## src/rtl/rr_arbiter_enc4.sv

```systemverilog
// ---------------------------------------------------------------------------
// rr_arbiter_enc4
//
// Four-requester round-robin arbiter in front of one shared resource. A
// registered one-hot grant and its 2-bit binary index are issued one cycle
// after arbitration. The index drives the resource's select lines. A grant is
// held until its owner drops the request. After every release there is one
// IDLE cycle before the next grant.
//
// Optional feature (compile-time macro ARB_TIMEOUT_EN):
//   Defined   - an 8-bit hold counter force-releases a grant after MAX_HOLD
//               cycles. timeout pulses for one cycle, in the same cycle that
//               gnt drops.
//   Undefined - grants are held indefinitely and timeout is tied low.
//
// Parameters:
//   NREQ      number of requesters; only 4 is supported
//   MAX_HOLD  longest a grant may be held, in cycles (1..255);
//             used only with ARB_TIMEOUT_EN
//
// Ports:
//   clk      in   rising-edge clock
//   rst_n    in   asynchronous active-low reset (deassertion synchronised
//                 externally)
//   en       in   arbitration enable; gates only the IDLE -> BUSY transition
//   req      in   request vector; req[i] stays high while requester i needs
//                 the resource
//   gnt      out  registered one-hot grant (or zero)
//   gnt_idx  out  binary index of the granted requester; keeps its last
//                 value while gnt_vld is low
//   gnt_vld  out  high while any grant is active (equal to the OR of gnt)
//   timeout  out  one-cycle pulse when a grant is force-released
// ---------------------------------------------------------------------------
module rr_arbiter_enc4 #(
  parameter int NREQ     = 4,
  parameter int MAX_HOLD = 16
) (
  input  logic            clk,
  input  logic            rst_n,
  input  logic            en,
  input  logic [NREQ-1:0] req,
  output logic [NREQ-1:0] gnt,
  output logic [1:0]      gnt_idx,
  output logic            gnt_vld,
  output logic            timeout
);

  // Elaboration-time guard. The encoded index and the rotation below are
  // written for exactly four requesters, and the hold counter is 8 bits wide.
  if (NREQ != 4) begin : g_bad_nreq
    $error("rr_arbiter_enc4: NREQ must be 4");
  end
  if (MAX_HOLD < 1 || MAX_HOLD > 255) begin : g_bad_max_hold
    $error("rr_arbiter_enc4: MAX_HOLD must be in 1..255");
  end

  localparam logic [0:0] IDLE = 1'b0;
  localparam logic [0:0] BUSY = 1'b1;

  logic [0:0] state, state_nxt;
  logic [1:0] ptr, ptr_nxt;
  logic [3:0] gnt_nxt;
  logic [1:0] idx_nxt;
  logic       vld_nxt;

  // Result of the rotating priority search.
  logic [1:0] sel;
  logic       sel_found;

  // Request line of the current owner. It is only meaningful in BUSY.
  logic       owner_req;

`ifdef ARB_TIMEOUT_EN
  localparam logic [7:0] HOLD_LAST = 8'(MAX_HOLD - 1);

  logic [7:0] hold_cnt, hold_nxt;
  logic       timeout_nxt;
`endif

  assign owner_req = req[gnt_idx];

  // -------------------------------------------------------------------------
  // Rotating priority search. Candidates are visited in the order ptr,
  // ptr+1, ptr+2, ptr+3. The 2-bit addition wraps modulo 4, so no explicit
  // modulo is needed. The first asserted request wins.
  // -------------------------------------------------------------------------
  always_comb begin
    logic [1:0] cand;
    // NOTE: every variable assigned in a combinational block gets a default
    // first. Any path that leaves a variable unassigned infers a latch.
    sel       = ptr;
    sel_found = 1'b0;
    cand      = ptr;
    for (int k = 0; k < 4; k++) begin
      cand = ptr + 2'(k);
      if (!sel_found && req[cand]) begin
        sel       = cand;
        sel_found = 1'b1;
      end
    end
  end

  // -------------------------------------------------------------------------
  // Next-state logic. Every register defaults to holding its value. Outputs
  // are computed here and registered below, which gives the single-cycle
  // decision latency.
  // -------------------------------------------------------------------------
  always_comb begin
    state_nxt = state;
    ptr_nxt   = ptr;
    gnt_nxt   = gnt;
    idx_nxt   = gnt_idx;
    vld_nxt   = gnt_vld;
`ifdef ARB_TIMEOUT_EN
    hold_nxt    = hold_cnt;
    timeout_nxt = 1'b0;
`endif

    case (state)
      IDLE: begin
        // en gates only the start of a new grant.
        if (en && sel_found) begin
          state_nxt = BUSY;
          gnt_nxt   = 4'b0001 << sel;
          idx_nxt   = sel;
          vld_nxt   = 1'b1;
`ifdef ARB_TIMEOUT_EN
          hold_nxt  = 8'd0;
`endif
        end
      end

      BUSY: begin
        // While BUSY, en and all other requests are ignored. The pointer
        // moves past the owner on any release, so an owner that re-requests
        // at once is served after the other requesters.
        if (!owner_req) begin
          state_nxt = IDLE;
          gnt_nxt   = 4'b0000;
          vld_nxt   = 1'b0;
          ptr_nxt   = gnt_idx + 2'd1;
        end
`ifdef ARB_TIMEOUT_EN
        else if (hold_cnt == HOLD_LAST) begin
          state_nxt   = IDLE;
          gnt_nxt     = 4'b0000;
          vld_nxt     = 1'b0;
          ptr_nxt     = gnt_idx + 2'd1;
          timeout_nxt = 1'b1;
        end else begin
          hold_nxt = hold_cnt + 8'd1;
        end
`endif
      end

      default: begin
        state_nxt = IDLE;
        gnt_nxt   = 4'b0000;
        vld_nxt   = 1'b0;
      end
    endcase
  end

  // -------------------------------------------------------------------------
  // State and output registers.
  // -------------------------------------------------------------------------
  // NOTE: every register takes a value from the asynchronous reset, including
  // ptr. A reset in the middle of a grant therefore restarts arbitration from
  // requester 0.
  always_ff @(posedge clk or negedge rst_n) begin
    if (!rst_n) begin
      state   <= IDLE;
      ptr     <= 2'd0;
      gnt     <= 4'b0000;
      gnt_idx <= 2'd0;
      gnt_vld <= 1'b0;
    end else begin
      // NOTE: sequential state uses non-blocking assignments only. All
      // registers then update together from values computed in the previous
      // cycle.
      state   <= state_nxt;
      ptr     <= ptr_nxt;
      gnt     <= gnt_nxt;
      gnt_idx <= idx_nxt;
      gnt_vld <= vld_nxt;
    end
  end

`ifdef ARB_TIMEOUT_EN
  always_ff @(posedge clk or negedge rst_n) begin
    if (!rst_n) begin
      hold_cnt <= 8'd0;
      timeout  <= 1'b0;
    end else begin
      hold_cnt <= hold_nxt;
      timeout  <= timeout_nxt;
    end
  end
`else
  assign timeout = 1'b0;
`endif

endmodule

```

## config.mk

```make
export PLATFORM = sky130hd
export DESIGN_NAME = rr_arbiter_enc4
export DESIGN_NICKNAME = d
export VERILOG_FILES = /design/src/rtl/rr_arbiter_enc4.sv
export SDC_FILE = /design/constraint.sdc
export NUM_CORES = 1
export LEC_CHECK = 0
export ABC_CLOCK_PERIOD_IN_PS = 1600
export CORE_MARGIN = 5
export CORE_UTILIZATION = 30
export CTS_CLUSTER_SIZE = 24
export DETAILED_ROUTE_END_ITERATION = 10
export GPL_ROUTABILITY_DRIVEN = 0
export PLACE_DENSITY_LB_ADDON = 0.05
export SYNTH_ARGS = -nofsm -noshare
export SYNTH_HDL_FRONTEND = slang
export SYNTH_SLANG_ARGS = --single-unit
```

## constraint.sdc

```tcl
create_clock -name clk -period 1.6 [get_ports clk]
set_clock_uncertainty 0.2 [all_clocks]
set_input_delay 0.32 -clock clk [delete_from_list [all_inputs] [get_ports clk]]
set_output_delay 0.32 -clock clk [all_outputs]
set_load 0.1 [all_outputs]
```

==> summary.txt <==
largest family of logic cells by synthesized area - simple AND/OR/NAND/NOR gates
Yosys top cell by area - dfrtp_1
final slew viol count - 0
antenna cells - 0
clk_lat worst skew - 270 ps
met2 usage - 18.5%
first-pass GRT wire length - 2480 um
met3 usage - 5.99%
synthesized area - 589 um2
Distinct cells, synth - 25
Async S/R FF share, synth - 100%
outcome - finished, violations left
Area contributors post-synth - dfrtp_1 (42%), nand3_2 (6.8%), nand2_1 (5.1%)
root buffer cell - clkbuf_4
Die ar. - 2950 um2
Final period util - 101%
placed cells - 100
filler instances - 195
crit path from - gnt_idx[0]
post-route cell area - 926 um2
post-synthesis net count - 63
Synth Area in Adders - 0%
Final min period - 1610 ps
crit-path cells - mux4_2, nand2b_4, nand3_2, o31ai_2
post-synthesis mux area share - 3.82%
core area - 1920 um2
met1 global-route usage - 15.7%
total CTS buffers - 3
Vias/cell - 4.84
TritonCTS clock tree - built
top-count cell post-synth - dfrtp_1
top_reg_cell synth - dfrtp_1
Post-Synth XOR/XNOR Area - 1.49%
max-capacitance violation count - 0
Rows - 16
most frequent cells after synthesis - dfrtp_1 (10), nand2_1 (8), a21oi_1 (5), nand3_2 (4), o31ai_1 (4)
flop-to-flop setup slack - -10 ps
Final Hold Vio Count - 0
DR WL/cell - 14.1 um
Synth Register Bits - 10
RSZ-0062 raised after global routing - true
GRT Max-Usage Layer - met2
Avg Inst Size Synth - 10.5 um2
simple-gate share of the synthesized area - 25.1%
DIE WIDTH - 54.3 um
Starting Density - 30.7%
critical path class - flip-flop to flip-flop
CP arrival - 1560 ps
post-CTS setup buffers - 0
DRC viols - 0
PnR worst setup slack - -9.92 ps
failing checks - setup timing
DP HPWL - 1070 um
post-synth top area share - 42.5%
clock sinks - 10
Critical Path Fanout Max - 5
vias in the first global route - 493
Max stage delay on crit path - 540 ps
Final ANT Viol Nets - 0
Overall Global Routing Usage - 12.6%
gr ovfl total - 0
Post-synth EDFFs - 0
hold-fix buffers at CTS - 0
sequential cell area - 255 um2
ratio of cells with drive above 1 in the final layout - 46.8%
Vias - 513
FMAX - 621 MHz
CP startpoint kind - flip-flop
Compound-Gate Fraction of Synth Area - 20.2%
Seq/Total Area, Yosys - 42.5%
initial drt markers - 6
num ports - 15
endpoint class of the critical path - flip-flop
Placed Area - 851 um2
Area Growth Syn to Fin - 57.1%
final WL - 1500 um
worst min path class - input port to async pin
Fin Hold WS - 84.8 ps
initial antenna violation count - 0
IO Port Bufs - 13
Post-Synthesis Cells - 56
Multi-input gate area - 345 um2
die height - 54.3 um
largest net degree at the start of global routing - 8
first-pass detailed-route iteration total - 4
Req. time, crit path - 1550 ps
crit path max-delay cell type - mux4_2
setup violation total in the final timing report - 6
clk slew on worst S/H paths - 70 ps
Longest Clk Path Bufs - 2
number of cells in the finished layout apart from fillers - 106
CTS H-tree lvls - 1
R2R Path Start - gnt_idx[0]
NumNets Final - 87
Syn. warnings - 0
[sequential cells by signal, summed over array words and instances (netlist names)]
register and cells:
gnt_vld 1, gnt 4, ptr 2, state 1, gnt_idx 2
[layout by cell type, fill, tap and decap left out]
master	n
a21o_1	1
a21oi_1	5
a21oi_2	1
buf_12	7
buf_4	7
clkbuf_4	3
clkbuf_8	1
clkdlybuf4s50_1	2
conb_1	1
dfrtp_1	8
dfrtp_2	1
dfrtp_4	1
dlygate4sd2_1	4
inv_1	2
mux4_2	1
nand2_1	7
nand2_2	1
nand2b_4	2
nand3_2	4
nand3b_2	1
nand3b_4	1
nor2_1	1
nor2_4	1
nor2b_1	2
nor3_1	1
o21a_1	1
o21ai_0	2
o21ai_1	2
o221a_2	1
o221ai_2	1
o31ai_1	2
o31ai_2	2
or4_4	1
xor2_1	1
[per-stage QoR]
step           util, %  setup WS [ps]  setup TNS, ps
2_1_floorplan        -           -314          -2110
3_3_place_gp      44.3           -410          -3870
3_5_place_dp      44.3           -412          -3840
4_1_cts           47.8          -21.5          -69.0
5_1_grt           48.2          -56.0           -322
6_report          48.2          -9.92          -28.4
[cell families after synthesis]
| group | after synthesis |
|---|---|
| simple gates | 20 |
| compound gates | 18 |
| flops | 10 |
| buf+inv | 5 |
| xor+xnor | 1 |
| mux | 1 |
| other cells | 1 |
[layer usage]
layer  up-vias  wire (um)
met4         0         13
met5         -          0
met3         2         98
met1       240        661
met2        23        724
li1        248          -
[area by class of cell]
cell class	count	share of cell area, %
clock buffer	4	3.92
inverter	2	0.811
multi-input combinational	43	37.3
tap	27	3.65
timing repair buffer	20	26.8
sequential	10	27.6
[critical path, delay by kind of cell (launching register included)]
family,cells,cell delay [ps]
AO/OA/AOI/OAI,1,60
multiplexers,1,540
flip-flops,1,420
AND/OR/NAND/NOR,2,280
[worst paths after layout]
path / depth (start not counted) / endpoint
hold reg to reg: 2 / gnt_vld
setup / recovery: 4 / gnt[1]
hold / removal: 1 / gnt_idx[0]
min in group clk: 2 / gnt_vld
setup reg to reg: 4 / gnt[1]
max in group asynchronous: 2 / state
[timing repair]
| item | in CTS | in global routing |
|---|---|---|
| gates cloned | 2 | 0 |
| setup endpoints to repair | 11 | 8 |
| pin swaps | 6 | 1 |
| resized for setup | 7 | 2 |
Power is not shown: default switching activity piles up to over one toggle a cycle in this logic, so the estimate is an artifact.
